**src/rtl/iir_sos_sched.sv**
```systemverilog
// Time-multiplexed cascade of NS transposed-direct-form-II biquads sharing one signed multiplier.
// Latency: accept edge T -> out_valid in cycle T+5*NS+1; one sample per 5*NS+2 cycles.
// Backpressure: in_ready low from accept until the return to IDLE; in_valid is ignored meanwhile.
module iir_sos_sched #(
    parameter int W   = 32,
    parameter int FSW = 16,
    parameter int NS  = 4,
    localparam int AW = $clog2(5*NS)
) (
    input  logic                clk,
    input  logic                rst,
    input  logic                in_valid,
    output logic                in_ready,
    input  logic signed [W-1:0] in,
    output logic                out_valid,
    output logic signed [W-1:0] out,
    input  logic                cfg_we,
    input  logic [AW-1:0]       cfg_addr,
    input  logic signed [W-1:0] cfg_data,
    output logic                cfg_err,
    input  logic                clr_state
);

    localparam int SW = (NS > 1) ? $clog2(NS) : 1;

    typedef enum logic [2:0] {IDLE, B0, B1, A1, B2, A2, DONE} state_t;

    state_t              state;
    logic [SW-1:0]       s;
    logic signed [W-1:0] x;
    logic signed [W-1:0] y;
    logic signed [W-1:0] acc;

    // Coefficient bank, index = section*5 + k (b0, b1, b2, a1, a2)
    logic signed [W-1:0] coef [5*NS];
    // Per-section delay states
    logic signed [W-1:0] d0 [NS];
    logic signed [W-1:0] d1 [NS];

    logic [AW-1:0]         cbase;
    logic signed [W-1:0]   mul_c;
    logic signed [W-1:0]   mul_v;
    logic signed [2*W-1:0] full;
    logic signed [W-1:0]   prod;
    logic                  addr_ok;

    assign cbase   = AW'(s) * AW'(5);
    assign addr_ok = (cfg_addr < AW'(5*NS));

    // Shared multiplier operand select: coefficient and operand depend on the step
    always_comb begin
        mul_c = '0;
        mul_v = '0;
        case (state)
            B0: begin mul_c = coef[cbase];          mul_v = x; end
            B1: begin mul_c = coef[cbase + AW'(1)]; mul_v = x; end
            A1: begin mul_c = coef[cbase + AW'(3)]; mul_v = y; end
            B2: begin mul_c = coef[cbase + AW'(2)]; mul_v = x; end
            A2: begin mul_c = coef[cbase + AW'(4)]; mul_v = y; end
            default: ;
        endcase
    end

    // Full-width product, floor-shifted back to Q format and wrapped to W bits
    assign full = (2*W)'(mul_c) * (2*W)'(mul_v);
    assign prod = W'(full >>> FSW);

    // Sequencer: walks the five multiply steps per section and owns the output registers
    always_ff @(posedge clk) begin
        if (rst) begin
            state     <= IDLE;
            s         <= '0;
            x         <= '0;
            y         <= '0;
            acc       <= '0;
            in_ready  <= 1'b1;
            out_valid <= 1'b0;
            out       <= '0;
            cfg_err   <= 1'b0;
        end else begin
            out_valid <= 1'b0;
            cfg_err   <= cfg_we && ((state != IDLE) || !addr_ok);
            case (state)
                IDLE: begin
                    if (in_valid) begin
                        x        <= in;
                        s        <= '0;
                        in_ready <= 1'b0;
                        state    <= B0;
                    end
                end
                B0: begin
                    y     <= prod + d0[s];
                    state <= B1;
                end
                B1: begin
                    acc   <= prod;
                    state <= A1;
                end
                A1: begin
                    state <= B2;
                end
                B2: begin
                    acc   <= prod;
                    state <= A2;
                end
                A2: begin
                    if (s != SW'(NS-1)) begin
                        x     <= y;
                        s     <= s + SW'(1);
                        state <= B0;
                    end else begin
                        out       <= y;
                        out_valid <= 1'b1;
                        state     <= DONE;
                    end
                end
                DONE: begin
                    in_ready <= 1'b1;
                    state    <= IDLE;
                end
                default: state <= IDLE;
            endcase
        end
    end

    // Coefficient writes are only honoured while idle and in range
    always_ff @(posedge clk) begin
        if (rst) begin
            for (int i = 0; i < 5*NS; i++) coef[i] <= '0;
        end else if (state == IDLE && cfg_we && addr_ok) begin
            coef[cfg_addr] <= cfg_data;
        end
    end

    // Delay-state updates; an idle clear lands before any sample accepted at the same edge
    always_ff @(posedge clk) begin
        if (rst) begin
            for (int i = 0; i < NS; i++) begin
                d0[i] <= '0;
                d1[i] <= '0;
            end
        end else begin
            if (state == IDLE && clr_state) begin
                for (int i = 0; i < NS; i++) begin
                    d0[i] <= '0;
                    d1[i] <= '0;
                end
            end
            if (state == A1) d0[s] <= acc - prod + d1[s];
            if (state == A2) d1[s] <= acc - prod;
        end
    end

endmodule

```
**config.mk**
```make
export PLATFORM = sky130hd
export DESIGN_NAME = iir_sos_sched
export DESIGN_NICKNAME = d
export VERILOG_FILES = /design/src/rtl/iir_sos_sched.sv
export SDC_FILE = /design/constraint.sdc
export NUM_CORES = 2
export LEC_CHECK = 0
export CAP_MARGIN = 20
export CORE_MARGIN = 1
export CORE_UTILIZATION = 25
export DETAILED_ROUTE_END_ITERATION = 7
export GPL_TIMING_DRIVEN = 0
export PLACE_DENSITY = 0.39
export SYNTH_ARGS = -nofsm -noshare
export SYNTH_HDL_FRONTEND = slang
export SYNTH_SLANG_ARGS = --single-unit
```
**constraint.sdc**
```tcl
create_clock -name clk -period 26 [get_ports clk]
set_clock_uncertainty 0.2 [all_clocks]
set_input_delay 5.2 -clock clk [delete_from_list [all_inputs] [get_ports clk]]
set_output_delay 5.2 -clock clk [all_outputs]
set_load 0.02 [all_outputs]
```
**Word level (Yosys, flattened, before mapping)**

Memories as Yosys holds them, arrays and structs flattened. A register that Yosys moved wholly into a read port is not among the register bits.
Cells that the tools add are included.

- Register bits: 136
- RAM bits: 896
- Input bits: 74
- Output and inout port bits: 35
- Logic and storage cells: 111
- Memories: 3

Memories:

| memory | words | bits a word | rd ports | clocked after Yosys merged registers in | write ports | line | text |
|---|---|---|---|---|---|---|---|
| coef | 20 | 32 | 5 | 0 | 20 | 35 | `logic signed [W-1:0] coef [5*NS];` |
| d0 | 4 | 32 | 1 | 1 | 4 | 37 | `logic signed [W-1:0] d0 [NS];` |
| d1 | 4 | 32 | 1 | 1 | 4 | 38 | `logic signed [W-1:0] d1 [NS];` |

- Add/subtract/negate cells: 8
- $mul: 2
- Magnitude comparators: 1
- Equality and inequality tests: 9
- Muxes and demuxes: 49
- Bitwise gates (word level): 10
- Reduce and logical (&&, ||, !) cells: 20

Operators by type and width:

| cell | number |
|---|---|
| $mux 32 | 13 |
| $pmux 32 s5 | 1 |
| $pmux 32 s2 | 2 |
| $reduce_or 32->1 | 3 |
| $add 32x32->32 | 2 |
| $mul 32x32->48 | 1 |
| $sub 32x32->32 | 1 |
| $mux 1 | 19 |
| $pmux 3 s6 | 1 |
| $mux 2 | 8 |
| $add 5x2->5 const B | 2 |
| $eq 3x3->1 const B | 3 |
| $or 1x1->1 | 8 |
| $eq 3x2->1 const B | 2 |
| $mux 3 | 2 |
| $ne 2x2->1 const B | 3 |
| $reduce_or 2->1 | 3 |
| $add 5x1->5 const B | 1 |
| $add 5x3->5 const B | 1 |
| $lt 5x5->1 const B | 1 |
| $mul 2x3->5 const B | 1 |
| $mux 5 | 1 |
| $logic_and 1x1->1 | 4 |
| $pmux 2 s2 | 1 |
| other kinds (12) | 15 |

**Depth between registers and ports, before layout**

- Word-level depth: 8
- Gate-level depth with buffers: 79
- Gate-level depth less buffers: 62

**Worst setup path after synthesis**

No wires, ideal clock.

- Kind: reg-to-reg
- Start point: reg s[0]
- End point: mem d0[0][31] (data pin)
- Setup time: 272 ps
- Arrival time: 17882 ps
- Slack: 7645 ps
- Stages on the path, launching flop included: 78
- Buffers on the path: 18
- Clock period less this slack: 18355 ps
- Cells stage by stage: dfxtp_1 > buf_4 > buf_2 > inv_2 > buf_1 > ha_1 > buf_2 > buf_4 > buf_2 > buf_2 > buf_2 > buf_1 > buf_2 > buf_2 > buf_2 > buf_1 > clkbuf_1 > buf_1 > (+42 left out) > o21ai_0 > a31oi_1 > o21ai_0 > a21oi_1 > o21bai_1 > maj3_1 > xnor2_1 > inv_1 > ha_1 > and4_1 > a311oi_1 > nor2_1 > a211oi_2 > o21ai_1 > a21boi_0 > o21a_1 > o21ai_0 > a21oi_1

RTL lines:

| element | line | text |
|---|---|---|
| start, declared | 29 | `logic [SW-1:0] s;` |
| start signal, assigned | 110 | `s <= s + SW'(1);` |
| end, declared | 37 |  |

==> impl_metrics.yaml <==
clock_network:
  cts_root_buf: "clkbuf_16"
  ctsResizeCount: 15
  cts_tree: "yes"
  clock_sinks: 1418
  htree_levels: 4
  clkLatencyLatePin_ns: 0.92
  cts_made_buffers: 175
  post-cts-setup-buffer-count: 0
  cts_max_path_buffers: 4
  path_clk_slew_ns: 0.06
  postCtsHoldBufs: 0
route:
  drc: 0
  vias: 81100
  viasPerCell: 5.14
  wl_per_cell_um: 32.4
  dr.pass1.iters: 8
  wl_mm: 512
  antenna_left: 0
  dr.first_iter.drc_count: 9545
pwr:
  swShare: 0.389
  cellLeakagePower_uw: 0.0475
  combPwrFrac: 0.377
  ir_worst_vdd_mv: 0.0957
  power_frac_clock: 0.298
  p_seq_frac: 0.325
  power.density_nw_per_um2: 65.6
  p_sw_uw: 3300
  p_int_uw: 5190
  p_total_uw: 8480
global_route:
  grt_pass1_wl_mm: 698
  grt_pass1_vias: 82900
  track_usage: 0.227
  met2_usage: 0.376
  met3_usage: 0.0394
  antenna_found_initial: 46
  grt_max_degree: 28
  top_usage_layer: "met2"
  grt.overflow.total: 0
  use_met1: 0.294
synth:
  ys_seq_area_frac: 0.372
  synthFlopType: "edfxtp_1"
  postSynthCellCount: 8918
  synth_seq_cells: 1418
  syn_area_um2: 111000
  avgSynthCellArea_um2: 12.4
  synth_warnings: 0
  netlist-cell-type-count: 101
  synth-edff-count: 1280
  synthArstFlopShare: 0
die:
  die_area_um2: 445000
  ios: 109
  die_x_um: 667
  start_util: 0.252
  core_um2: 439000
  rows: 243
  die_h_um: 667
timing:
  finalSetupTns_ns: 0
  fin_crit_sh: 0.973
  hold_violations: 0
  worst_pin_slew_ns: 1.53
  slew_viol_final: 9
  finalSetupViolCount: 0
  worst_slack_ns: 0.698
  relSlewSlack: -0.0215
  max_freq_ghz: 0.0395
  period_needed_ns: 25.30
finish:
  drive_gt1_frac: 0.180
  final_cell_mix: "edfxtp_1, mux4_2, inv_1"
  nets: 10900
  layout.filler_cells: 45000
  area_growth_syn_to_layout_pct: 16.8
  multiInputGateArea_um2: 64900
  register_area_um2: 41200
  final_common_cell: "edfxtp_1"
critical_path:
  critical_path.most_common_cell: "ha_1"
  crit_type: "flop to flop"
  crit_slowest_cell: "clkbuf_1"
  crit_required_ns: 26.37
  worstSetupStartpointType: "flop"
  critPathMaxStageDelay_ns: 0.94
  arrival_ns: 25.67
  worstSetupEndpointType: "flop"
  critical_path.max_fanout: 12
worst_hold_path:
  hold_class: "flop to flop"
outcome:
  status: "complete, but fails checks"
  failed_checks: "max-slew violations"
placed_design:
  placement.setup.worst_slack_ns: -0.696
  io_buffers: 108
  globalplace.congestion: 0.910
  hpwl_mm: 388
flow_run:
  maxCapViolCount: 0
## registers in the layout, summed over array words and instances (netlist names), named ones only
name / flops
d1: 128
y: 32
out: 32
d0: 128
coef: 1024
state: 3
cfg_err: 1
out_valid: 1
x: 32
s: 2
in_ready: 1
acc: 32
## cell usage after synthesis (74+ instances only)
cell / n / area share
nand2b_1: 129 / 0.0073
dfxtp_1: 138 / 0.025
nand2_1: 632 / 0.021
buf_2: 88 / 0.0040
clkbuf_1: 483 / 0.016
inv_1: 918 / 0.031
ha_1: 243 / 0.027
edfxtp_1: 1280 / 0.35
xnor2_1: 122 / 0.0097
and2_1: 726 / 0.041
o21ai_0: 132 / 0.0060
a21oi_1: 261 / 0.012
mux4_2: 955 / 0.19
buf_1: 74 / 0.0025
nor2_1: 882 / 0.030
or2_2: 111 / 0.0063
fa_1: 841 / 0.15
mux2i_1: 142 / 0.013
## through the flow
stage          cell area, um^2  utilization  hold slack, ns  std cells
3_3_place_gp            121000        0.274           0.246      15300
4_1_cts                 129000        0.294           0.258      15800
3_5_place_dp            123000        0.281           0.250      15400
2_1_floorplan           112000            -           0.236       9301
6_report                129000        0.294           0.256      15800
5_1_grt                 129000        0.294           0.278      15800
## metal layers
metal  vias to the layer above  wire length (um)
met5                         -                48
met1                     43100            207000
met4                         8             24500
met3                       997             38500
met2                      4156            242000
li1                      32800                 -
## power by group through the flow
stage	combinational [uW]	sequential, uW	clock, uW
6_report	3200	2760	2530
5_1_grt	3490	2780	2650
4_1_cts	3210	2760	2580
3_5_place_dp	3190	2800	0
3_3_place_gp	3130	2800	0
2_1_floorplan	2090	2750	0
## cells by family after synthesis
| group | count (synthesis) | share of synthesized area |
|---|---|---|
| other | 1 | 0.0000339 |
| muxes | 1141 | 0.212 |
| DFF | 1418 | 0.372 |
| xor gates and xnor gates | 161 | 0.0130 |
| and+or+nand+nor | 2710 | 0.119 |
| adders and majority gates | 1097 | 0.181 |
| AOI/OAI and AO/OA | 796 | 0.0473 |
| buffers and inverters | 1594 | 0.0561 |
## worst max-delay path: cells and delay by family (launching register included)
| kind | cells | cell delay [ns] |
|---|---|---|
| xor gates and xnor gates | 2 | 1.03 |
| DFF | 1 | 0.47 |
| adders and majority gates | 14 | 4.54 |
| AOI/OAI and AO/OA | 21 | 5.83 |
| buffers and inverters | 24 | 9.66 |
| muxes | 2 | 0.91 |
| and+or+nand+nor | 12 | 2.24 |
## final cells by class
class                           instances  area share
Inverter                              922      0.0268
Clock inverter                         99     0.00791
Sequential cell                      1418       0.319
Tap cell                             5880      0.0569
Timing Repair Buffer                  262      0.0287
Multi-Input combinational cell       6289       0.502
Buffer                                669      0.0222
Antenna cell                           28    0.000542
Clock buffer                          221      0.0359
## path summary, 6_finish.rpt
kind	depth (start not counted)	end	slack, ns	start
setup / recovery	75	d0[2][31]	0.70	s[0]
hold reg to reg	2	out[26]	0.26	out[26]
hold / removal	2	out[26]	0.26	out[26]
setup reg to reg	75	d0[2][31]	0.70	s[0]
Note: power is estimated with default switching activity, not from simulation.
==> RTL change (config.mk and constraints unchanged) <==
Set the parameter `W` to 16 (it was 32).
--- a/src/rtl/iir_sos_sched.sv
+++ b/src/rtl/iir_sos_sched.sv
@@ -3,5 +3,5 @@
 // Backpressure: in_ready low from accept until the return to IDLE; in_valid is ignored meanwhile.
 module iir_sos_sched #(
-    parameter int W   = 32,
+    parameter int W   = 16,
     parameter int FSW = 16,
     parameter int NS  = 4,
Ports: changed (resized cfg_data, in and out); port bits go from 109 to 61. No check against the original RTL was run, so the function may have changed too.
==> RTL change against the unedited design <==
- worst hold slack got worse by 2.8 ps
- via count fell by 56%
- cell area fell by 54%
- synthesized area fell by 54%
- sequential cell count fell by 704
- total power fell by 54%
- setup slack improved by 5900 ps
- critical path depth fell by 16
- wire length fell by 59%
==> RTL change: results (changes against the unedited design) <==
- Worst-Margin Slew: 1355 ps (-177.4 ps)
- Post-synth EDFFs: 640 (-50%)
- Detailed Routing Iterations Pass 1: 5 (-3)
- Routability congestion estimate: 0.8801 (-3.3%)
- Status: finished, final reports clean
- Post-placement cell count: 6953 (-55%)
- Final HPWL DP: 157.9 mm (-59%)
- Placed Instance Area: 57050 µm² (-54%)
- Worst-Skew Late Latency: 760 ps (-160 ps)
- Largest regs: coef x512, d0 x64, d1 x64
- Setup Fix Bufs, Post-CTS: 0 (unchanged)
- Total wire length: 212.0 mm (-59%)
- Post-Syn Instances: 3955 (-56%)
- Delay-heaviest family, CP: buffers and inverters
- Via count: 36050 (-56%)
- Ranking of synthesized cells by area: edfxtp_1, mux4_2, fa_1
- Pwr Total: 3.939 mW (-54%)
- WL per Instance: 29.76 µm (-8.3%)
- H-Tree Depth: 3 (-1)
- Number of buffers created by CTS: 89 (-49%)
- # resized after CTS: 0 (-15)
- Internal: 2.498 mW (-52%)
- Max Fanout on Critical Path: 12 (unchanged)
- Vias in the first global route: 37100 (-55%)
- Max incr delay on CP: 910 ps (-30 ps)
- Fraction of layout cells with a size suffix above 1: 0.1897 (+0.009442)
- Fin nets: 4797 (-56%)
- Slowest CP cell: clkbuf_1
- CP arrival: 19650 ps (-6020 ps)
- All-Layer GR Usage: 0.2053 (-0.02162)
- # port buffers: 60 (-44%)
- Initial DRC Count: 3263 (-66%)
- Synth warn: 0 (unchanged)
- FFs w/ async S/R, synth: 0 (unchanged)
- Sequential area share after synthesis: 0.4050 (+0.03274)
- Reg power frac: 0.352 (+0.027)
- Distinct cells, synth: 101 (unchanged)
- Clock network power share: 0.329 (+0.031)
- Worst vdd ir: 71.28 µV (-26%)
- Hold Path Class: flop to flop
- Global-route wire length before repair: 295.5 mm (-58%)
- Worst-path clk slew: 60 ps (about the same)
- Initial antenna violation count: 8 (-83%)
- Largest net degree at the start of global routing: 17 (-39%)
- Leakage Power: 21.88 nW (-54%)
- FILL cells: 20820 (-54%)
- Commonest cells post-synth: edfxtp_1, mux4_2, inv_1, nor2_1, and2_1
- CTS max path bufs: 3 (-1)
- Clock Root Buffer: clkbuf_16
==> RTL change: path summary, 6_finish.rpt <==
| kind | cells past startpoint | endpoint | slack [ps] | from |
|---|---|---|---|---|
| setup / recovery | 59 | d0[0][15] | 6620 | s[0] |
| hold / removal | 2 | acc[0] | 250 | acc[0] |
| setup reg to reg | 59 | d0[0][15] | 6620 | s[0] |
| hold reg to reg | 2 | acc[0] | 250 | acc[0] |
==> RTL change: stage by stage <==
step,util,setup slack (ps)
6_report,0.2963,6622
4_1_cts,0.2960,6631
2_1_floorplan,-,12120
3_5_place_dp,0.2814,6705
5_1_grt,0.2962,5635
3_3_place_gp,0.2751,3209
==> RTL change: kinds of logic (layout without fill, tap and decap cells) <==
kind of cell,Yosys count,count (layout),share of synthesized area
muxes,576,576,0.2340
xor gates and xnor gates,75,75,0.01342
AOI/OAI and AO/OA,360,360,0.05029
other,1,195,0.00007338
DFF,714,714,0.4050
buffers and inverters,653,956,0.05043
adders and majority gates,384,384,0.1326
and+or+nand+nor,1192,1192,0.1141
==> RTL change: area by class of cell <==
type / count / share of cell area
repair buffers: 138 / 0.03050
plain buffers: 268 / 0.01937
diodes: 3 / 0.0001250
clock buffers: 121 / 0.04112
well taps: 2672 / 0.05566
inverters: 385 / 0.02406
multi-input cells: 2779 / 0.4764
clock inverters: 44 / 0.008186
flip-flops and latches: 714 / 0.3446
==> RTL change: routing by layer <==
layer	up-vias	share of wire	GRT usage
met5	-	0	0
met4	0	0.040	0.07617
met3	328	0.062	0.03651
met2	1478	0.48	0.3412
met1	19130	0.42	0.2657
li1	15110	-	-
